### config.mk
export PLATFORM = sky130hd
export DESIGN_NAME = branch_target_calculator_flat
export DESIGN_NICKNAME = d
export VERILOG_FILES = /design/src/rtl/branch_target_calculator_pkg.sv /design/src/rtl/branch_target_calculator_if.sv /design/src/rtl/branch_target_calculator_sign_extend.sv /design/src/rtl/branch_target_calculator.sv /design/src/flat_wrapper.sv
export SDC_FILE = /design/constraint.sdc
export NUM_CORES = 1
export LEC_CHECK = 0
export ABC_AREA = 1
export ABC_CLOCK_PERIOD_IN_PS = 800
export CELL_PAD_IN_SITES_DETAIL_PLACEMENT = 1
export CELL_PAD_IN_SITES_GLOBAL_PLACEMENT = 2
export CORE_ASPECT_RATIO = 0.75
export CORE_MARGIN = 8
export CORE_UTILIZATION = 21
export CTS_BUF_LIST = sky130_fd_sc_hd__clkbuf_2 sky130_fd_sc_hd__clkbuf_4 sky130_fd_sc_hd__clkbuf_8
export DETAILED_ROUTE_END_ITERATION = 7
export GPL_TIMING_DRIVEN = 0
export PLACE_DENSITY = 0.84
export SLEW_MARGIN = 10
export SYNTH_ARGS = -nofsm -noshare
export SYNTH_HDL_FRONTEND = slang
export SYNTH_SLANG_ARGS = --single-unit
### constraint.sdc
create_clock -name clk -period 0.8 [get_ports clk]
set_input_delay 0.08 -clock clk [delete_from_list [all_inputs] [get_ports clk]]
set_output_delay 0.08 -clock clk [all_outputs]
set_load 0.1 [all_outputs]
### src/rtl/branch_target_calculator_pkg.sv
// ---------------------------------------------------------------------------
// branch_target_calculator_pkg
// Shared constants and helpers for the branch target calculator.
//   PC_W_DEFAULT      : default program counter / branch target width
//   IMM_W_DEFAULT     : default signed immediate width
//   IMM_SHIFT_DEFAULT : default left shift of the immediate (0 = byte offset)
//   full_sum_width()  : width that holds PC + shifted offset with no loss
// ---------------------------------------------------------------------------
package branch_target_calculator_pkg;

    localparam int PC_W_DEFAULT      = 8;
    localparam int IMM_W_DEFAULT     = 16;
    localparam int IMM_SHIFT_DEFAULT = 0;

    // One extra bit above PC + shifted immediate keeps the sign of the sum
    // even when a large positive offset is added to the largest PC.
    function automatic int full_sum_width(input int pc_w, input int imm_w,
                                          input int imm_shift);
        return pc_w + imm_w + imm_shift + 1;
    endfunction

endpackage

### src/rtl/branch_target_calculator_if.sv
// ---------------------------------------------------------------------------
// branch_target_calculator_if
// Request/result bundle of the branch target calculator.
//   in_valid, immediate, program_counter : request (master -> slave)
//   BT, out_valid, range_err             : registered result (slave -> master)
//
// Handshake: in_valid qualifies immediate/program_counter in the cycle it is
// high. There is no ready signal: the slave accepts every cycle, so a request
// is transferred on every rising edge where in_valid=1. out_valid marks the
// single cycle in which BT/range_err carry the result of that request.
// ---------------------------------------------------------------------------
interface branch_target_calculator_if
    import branch_target_calculator_pkg::*;
#(
    parameter int PC_W  = PC_W_DEFAULT,
    parameter int IMM_W = IMM_W_DEFAULT
) ();

    logic             in_valid;
    logic [IMM_W-1:0] immediate;
    logic [PC_W-1:0]  program_counter;
    logic [PC_W-1:0]  BT;
    logic             out_valid;
    logic             range_err;

    modport master (
        output in_valid, immediate, program_counter,
        input  BT, out_valid, range_err
    );

    modport slave (
        input  in_valid, immediate, program_counter,
        output BT, out_valid, range_err
    );

endinterface

### src/rtl/branch_target_calculator_sign_extend.sv
// ---------------------------------------------------------------------------
// bt_sign_extend
// Combinational sign extension of the branch immediate to the full-sum width,
// followed by a left shift of IMM_SHIFT bits.
//   immediate : IMM_W-bit two's-complement offset (input)
//   offset    : SUM_W-bit signed, shifted offset (output)
// ---------------------------------------------------------------------------
module bt_sign_extend #(
    parameter int IMM_W     = 16,
    parameter int SUM_W     = 25,
    parameter int IMM_SHIFT = 0
) (
    input  logic [IMM_W-1:0]        immediate,
    output logic signed [SUM_W-1:0] offset
);

    logic signed [SUM_W-1:0] extended;

    assign extended = {{(SUM_W-IMM_W){immediate[IMM_W-1]}}, immediate};

    // SUM_W already reserves IMM_SHIFT bits of headroom, so no bits are lost.
    assign offset = extended <<< IMM_SHIFT;

endmodule

### src/rtl/branch_target_calculator.sv
// ---------------------------------------------------------------------------
// branch_target_calculator
// Computes BT = program_counter + (sign-extended immediate << IMM_SHIFT),
// wrapped to PC_W bits, and flags range_err when the exact sum falls outside
// [0, 2^PC_W-1]. One-cycle latency, a new request may arrive every cycle.
//   clk   : rising-edge clock
//   rst_n : asynchronous active-low reset (clears BT, out_valid, range_err)
//   bus   : branch_target_calculator_if.slave (request in, result out)
// ---------------------------------------------------------------------------
module branch_target_calculator
    import branch_target_calculator_pkg::*;
#(
    parameter int PC_W      = PC_W_DEFAULT,
    parameter int IMM_W     = IMM_W_DEFAULT,
    parameter int IMM_SHIFT = IMM_SHIFT_DEFAULT
) (
    input  logic                        clk,
    input  logic                        rst_n,
    branch_target_calculator_if.slave   bus
);

    localparam int SUM_W = full_sum_width(PC_W, IMM_W, IMM_SHIFT);

    logic signed [SUM_W-1:0] offset;
    logic signed [SUM_W-1:0] full_sum;
    logic [PC_W-1:0]         bt_d;
    logic                    range_err_d;

    logic [PC_W-1:0]         bt_q;
    logic                    out_valid_q;
    logic                    range_err_q;

    bt_sign_extend #(
        .IMM_W     (IMM_W),
        .SUM_W     (SUM_W),
        .IMM_SHIFT (IMM_SHIFT)
    ) u_sign_extend (
        .immediate (bus.immediate),
        .offset    (offset)
    );

    // PC is unsigned: zero-extend it so it is never read as negative.
    assign full_sum = $signed({{(SUM_W-PC_W){1'b0}}, bus.program_counter}) + offset;

    assign bt_d = full_sum[PC_W-1:0];

    // Out of range when negative (sign bit) or any bit above the PC width set.
    assign range_err_d = full_sum[SUM_W-1] | (|full_sum[SUM_W-2:PC_W]);

    // Results only update on accepted requests; idle cycles hold them.
    always_ff @(posedge clk or negedge rst_n) begin
        if (!rst_n) begin
            bt_q        <= '0;
            out_valid_q <= 1'b0;
            range_err_q <= 1'b0;
        end else begin
            out_valid_q <= bus.in_valid;
            if (bus.in_valid) begin
                bt_q        <= bt_d;
                range_err_q <= range_err_d;
            end
        end
    end

    assign bus.BT        = bt_q;
    assign bus.out_valid = out_valid_q;
    assign bus.range_err = range_err_q;

endmodule

### src/flat_wrapper.sv
// flat-port wrapper written by rule: the top's interface ports become plain ports
module branch_target_calculator_flat import branch_target_calculator_pkg::*;
#(
    parameter int PC_W      = PC_W_DEFAULT,
    parameter int IMM_W     = IMM_W_DEFAULT,
    parameter int IMM_SHIFT = IMM_SHIFT_DEFAULT
)
  (clk, rst_n, bus_in_valid, bus_immediate, bus_program_counter, bus_BT, bus_out_valid, bus_range_err);
  branch_target_calculator_if #(.PC_W(PC_W), .IMM_W(IMM_W)) bus_i ();
  input  logic clk;
  input  logic rst_n;
  input wire logic [$bits(bus_i.in_valid)-1:0] bus_in_valid;
  input wire logic [$bits(bus_i.immediate)-1:0] bus_immediate;
  input wire logic [$bits(bus_i.program_counter)-1:0] bus_program_counter;
  output wire logic [$bits(bus_i.BT)-1:0] bus_BT;
  output wire logic [$bits(bus_i.out_valid)-1:0] bus_out_valid;
  output wire logic [$bits(bus_i.range_err)-1:0] bus_range_err;
  assign bus_i.in_valid = bus_in_valid;
  assign bus_i.immediate = bus_immediate;
  assign bus_i.program_counter = bus_program_counter;
  assign bus_BT = bus_i.BT;
  assign bus_out_valid = bus_i.out_valid;
  assign bus_range_err = bus_i.range_err;
  branch_target_calculator #(.PC_W(PC_W), .IMM_W(IMM_W), .IMM_SHIFT(IMM_SHIFT)) u_core (.clk(clk), .rst_n(rst_n), .bus(bus_i));
endmodule
# == Word level (Yosys, flattened, before mapping) ==
# Index checks and enable logic that the tools add are counted.
# op_classes
addsub,1
n_bitwise,1
reduce_logical,1
# op_table
op,count
adder 9 x 16 -> 17 bit,1
OR reduction 16 bit,1
bitwise OR 1 bit,1
# totals
reg_bits,10
in_bits,27

# == Longest topological paths before layout ==
# logic_depth
word_depth,3
depth_mapped,14
depth_no_buf,14

# == Hierarchy ==
# Synthesis repeated with hierarchy kept, for this count alone.
# hier_totals
hier_cells,311
area_unflattened_um2,1685.4
# modules_own_cells
mod,cells_each,n_inst,area_per_inst_um2,seq_area_each_um2
branch_target_calculator,286,1,1497.7,250.2
bt_sign_extend,25,1,187.7,0.0

# == Worst setup path before layout ==
# No wires, ideal clock.
# synth_timing
kind,input -> register
startpoint,input port bus_program_counter[0]
endpoint,register u_core.range_err_q (netlist: u_core.bus.range_err)
path_slack_ns,-0.777
path_stages,12
required_ns,0.678
arrival_time_ns,1.455
path_cell_list,ha_1 -> fa_1 -> nand2_1 -> nand2_1 -> nand3_1 -> nand2_2 -> a21oi_1 -> o21ai_0 -> nor2_1 -> nand2_1 -> nor2_1 -> nor2_1
# synth_via
elab_chain_len,3
# synth_rtl
element,line_no,rtl
"start, declared",flat_wrapper.sv:14,input wire logic [$bits(bus_i.program_counter)-1:0] bus_program_counter;
adder 9 x 16 -> 17 bit (*),branch_target_calculator.sv:43,"assign full_sum = $signed({{(SUM_W-PC_W){1'b0}}, bus.program_counter}) + offset;"
OR reduction 16 bit,branch_target_calculator.sv:48,assign range_err_d = full_sum[SUM_W-1] | (|full_sum[SUM_W-2:PC_W]);
bitwise OR 1 bit (*),branch_target_calculator.sv:48,
"end signal, assigned",branch_target_calculator.sv:60,range_err_q <= range_err_d;
"end, declared",branch_target_calculator.sv:31,logic range_err_q;
# Every way passes the cells marked *; elsewhere a longest branch is shown, timed or not.
# A chain may end at the register's enable or synchronous reset.

# == Worst setup path in the final report ==
# layout_timing
startpoint,input port bus_immediate[0]
endpoint,register u_core.range_err_q (netlist: u_core.bus.range_err)
# layout_via
elab_chain_len,3
# layout_rtl
element,line_no,rtl
"start, declared",flat_wrapper.sv:13,input wire logic [$bits(bus_i.immediate)-1:0] bus_immediate;
adder 9 x 16 -> 17 bit (*),branch_target_calculator.sv:43,
OR reduction 16 bit,branch_target_calculator.sv:48,
bitwise OR 1 bit (*),branch_target_calculator.sv:48,
# Marks and branches as above.

==> results.yml <==
clocking:
  h-tree-depth: 1
  cts_hold_buffers: 0
  clock_latency_ns: 0.24
  cts.clk_slew.worst_paths_ns: 0.05
  clock_path_buffers: 2
  root_buffer: "clkbuf_8"
  cts_tree: "built"
  cts_buffers: 3
  cts_sinks: 10
logic_synthesis:
  synth.top_cell.area_share_pct: 24.2
  synth_xor_area_share_pct: 4.04
  synth.area.top_cells: "nand2_1 (24%), dfrtp_1 (23%), inv_1 (9.7%)"
  synth-adder-area-share_pct: 11.1
  synthCells: 179
  synth_top_family_by_area: "simple AND/OR/NAND/NOR gates"
  ys_seq_area_share_pct: 23.1
  synthMuxAreaShare_pct: 0
  syn_area_um2: 1080
  synth_seq_cells: 10
  yosys.area_share.simple_pct: 46.3
  syn_area_per_cell_um2: 6.06
  synth_top_area_cell: "nand2_1"
  ys_types: 22
  synth-compound-area-share_pct: 5.54
  yosysWarnings: 0
  syn_nets: 215
placement:
  placed_cells: 275
  place_congestion: 0.785
  dpl.hpwl_mm: 3.04
  pre_cts_ws_ns: -1.41
  place.port_buffers: 36
detailed_routing:
  vias_per_cell: 4.39
  drt_iter0_markers: 37
  wl_mm: 3.90
  ant_nets: 0
  routedWlPerCell_um: 13.3
  vias: 1286
  drc: 0
  dr.pass1.iters: 4
sta:
  rsz0062_at_grt: "true"
  max_freq_mhz: 675
  tightest_slew_ns: 0.468
  finalCritPeriodShare_pct: 185
  finalWorstSetupSlack_ns: -0.682
  final-hold-violation-count: 0
  finalMaxSlewViolations: 0
  setup_violations: 17
  skew_ns: 0
  max_slew_margin_pct: 68.7
  fin_crit_ns: 1.48
grt:
  grt_pass1_wl_mm: 6.46
  met2_usage_pct: 16.5
  grt_max_degree: 11
  gr-usage-all-layers_pct: 10.2
  grt_pass1_vias: 1383
  antenna_found_initial: 0
  grt-busiest-layer: "met2"
  met1_usage_pct: 13.2
  use_met3_pct: 2.29
  grt.overflow.total: 0
layout:
  drive_gt1_share_pct: 49.8
  finish.net_count: 271
  finalNonFillerCells: 293
  syn_to_final_growth_pct: 94.6
  antenna_cells: 0
setup_path:
  path_class: "input pin to flop"
  crit_path_start_kind: "input pin"
  critPathArrivalTime_ns: 1.60
  reg2reg_slack_ns: -0.01
  r2r-end: "u_core.bus.BT[2]"
  critPathMaxFanout: 3
  rr_startpoint: "u_core.bus.BT[2]"
  required_ns: 0.92
  r2r_cells: 3
  critPathCaptureType: "flop"
power_and_ir_drop:
  comb_power_share_pct: 61.5
  p_leak_nw: 1.02
  seq_power_share_pct: 21.8
  internal_power_mw: 1.73
  clkPwrFrac_pct: 16.7
  switching_power_mw: 1.40
  switching_share_pct: 44.7
  p_total_mw: 3.13
  peakVddDrop_mv: 0.642
  power_density_nw_per_um2: 1490
status:
  violations: "setup timing"
  status: "complete, but fails checks"
job:
  cap_violations: 0
die:
  core-area_um2: 4930
  fp.dieArea_um2: 7750
  rows: 22
  start_util_pct: 22.0
  ios: 37
  die_w_um: 99.0
  die_h_um: 78.2
min_path:
  hp-class: "input pin to flop"
  hold_start: "bus_in_valid"
  worstHoldEndpoint: "u_core.bus.out_valid"
  min_delay_path_depth: 1
[per-layer routing]
metal	part of all wire (%)	vias up
li1	-	663
met1	49	597
met2	47	22
met3	3.8	4
met4	0.97	0
met5	0	-
[worst max-delay path, stage by stage]
cell	delay, ns
buf_6	0.10
ha_4	0.15
fa_2	0.35
nand2_2	0.10
nand2_4	0.08
nand3_4	0.07
nand2_4	0.06
nand2_2	0.06
nand2_1	0.05
nand2_1	0.05
nand3_1	0.06
nor2_1	0.13
nand2_1	0.08
nor2_2	0.11
nor2_1	0.06
[what timing repair did]
item,4_1_cts,5_1_grt
pin swaps,37,27
endpoints found under the setup margin,19,19
cloned,0,0
setup buffers,14,5
resized for setup,184,52
hold endpoints to repair,0,0
[synth_stat cells]
cell	n
and2_1	3
nand3b_1	2
nand3_2	1
fa_1	1
dfrtp_1	10
nor2_1	16
inv_1	28
ha_1	8
xor2_1	2
nand3_1	14
o21ai_0	7
nand2_1	70
nor2_2	3
nand2_2	3
a21boi_2	1
a21oi_1	1
nand4_1	2
nor3_2	1
a21oi_2	1
clkbuf_1	1
nor3_1	1
xnor2_1	3
[layout make-up]
| type | instances | area (µm²) |
|---|---|---|
| clock buffers | 3 | 41.3 |
| fillers | 595 | 2820 |
| flip-flops and latches | 10 | 270 |
| multi-input cells | 140 | 1040 |
| plain buffers | 1 | 7.51 |
| inverters | 28 | 105 |
| repair buffers | 51 | 574 |
| well taps | 60 | 75.1 |
[kinds of logic after synthesis]
group           after synthesis
simple gates                116
xor+xnor                      5
flops                        10
buf+inv                      29
compound gates               10
fa+ha+maj                     9
[placed cells by master (no fill, tap or decap), types with 2 or more instances in the layout]
| cell type | Yosys | routed |
|---|---|---|
| nand2_1 | 70 | 48 |
| inv_1 | 28 | 22 |
| buf_6 | 0 | 18 |
| nand2_2 | 3 | 15 |
| nor2_1 | 16 | 11 |
| nand2_4 | 0 | 10 |
| nand3_1 | 14 | 10 |
| buf_4 | 0 | 9 |
| ha_4 | 0 | 8 |
| buf_12 | 0 | 8 |
| o21ai_1 | 0 | 7 |
| dfrtp_2 | 0 | 7 |
| inv_2 | 0 | 6 |
| nor2_2 | 3 | 6 |
| dlygate4sd2_1 | 0 | 5 |
| clkdlybuf4s50_1 | 0 | 4 |
| nand3_4 | 0 | 3 |
| and2_1 | 3 | 3 |
| xnor2_2 | 0 | 3 |
| clkbuf_8 | 0 | 3 |
| dfrtp_4 | 0 | 3 |
| nor2_4 | 0 | 2 |
| nand3_2 | 1 | 2 |
| nand4_1 | 2 | 2 |
| a21oi_2 | 1 | 2 |
| nor3_2 | 1 | 2 |
| nand3b_1 | 2 | 2 |
| buf_2 | 0 | 2 |
| clkbuf_2 | 0 | 2 |
| dlymetal6s2s_1 | 0 | 2 |
[power by group through the flow]
stage / sequential (mW) / clock [mW] / combinational, mW
after floorplan: 1.20 / 0 / 0.433
after global placement: 0.647 / 0 / 1.42
after detailed placement: 0.650 / 0 / 1.44
after CTS: 0.668 / 0.528 / 1.74
after global routing: 0.691 / 0.563 / 2.04
final: 0.684 / 0.523 / 1.93
[worst max path at each step]
stage	depth (start not counted)	slack [ns]	startpoint	endpoint
final	15	-0.68	bus_immediate[0]	u_core.bus.range_err
after global routing	13	-0.80	bus_program_counter[7]	u_core.bus.range_err
after CTS	15	-0.67	bus_immediate[0]	u_core.bus.range_err
after detailed placement	15	-1.41	bus_program_counter[0]	u_core.bus.range_err
after global placement	15	-1.39	bus_program_counter[0]	u_core.bus.range_err
after floorplan	14	-0.65	bus_program_counter[0]	u_core.bus.range_err
[stage by stage]
stage                     hold WS [ns]  area, µm²  TNS (ns)  utilization, %
after floorplan                 -0.216       1180     -2.07               -
after global placement           0.434       1610    -15.28            32.7
after detailed placement         0.435       1610    -15.64            32.7
after CTS                        0.161       1950     -3.70            39.5
after global routing            0.0700       2110     -3.71            42.8
final                           0.0584       2110     -3.12            42.8
[registers in the layout (all words and copies together), names as in the netlist]
register              flops
u_core.bus.BT             8
u_core.bus.out_valid      1
u_core.bus.range_err      1
No activity file was read; power rests on OpenSTA's default activity.
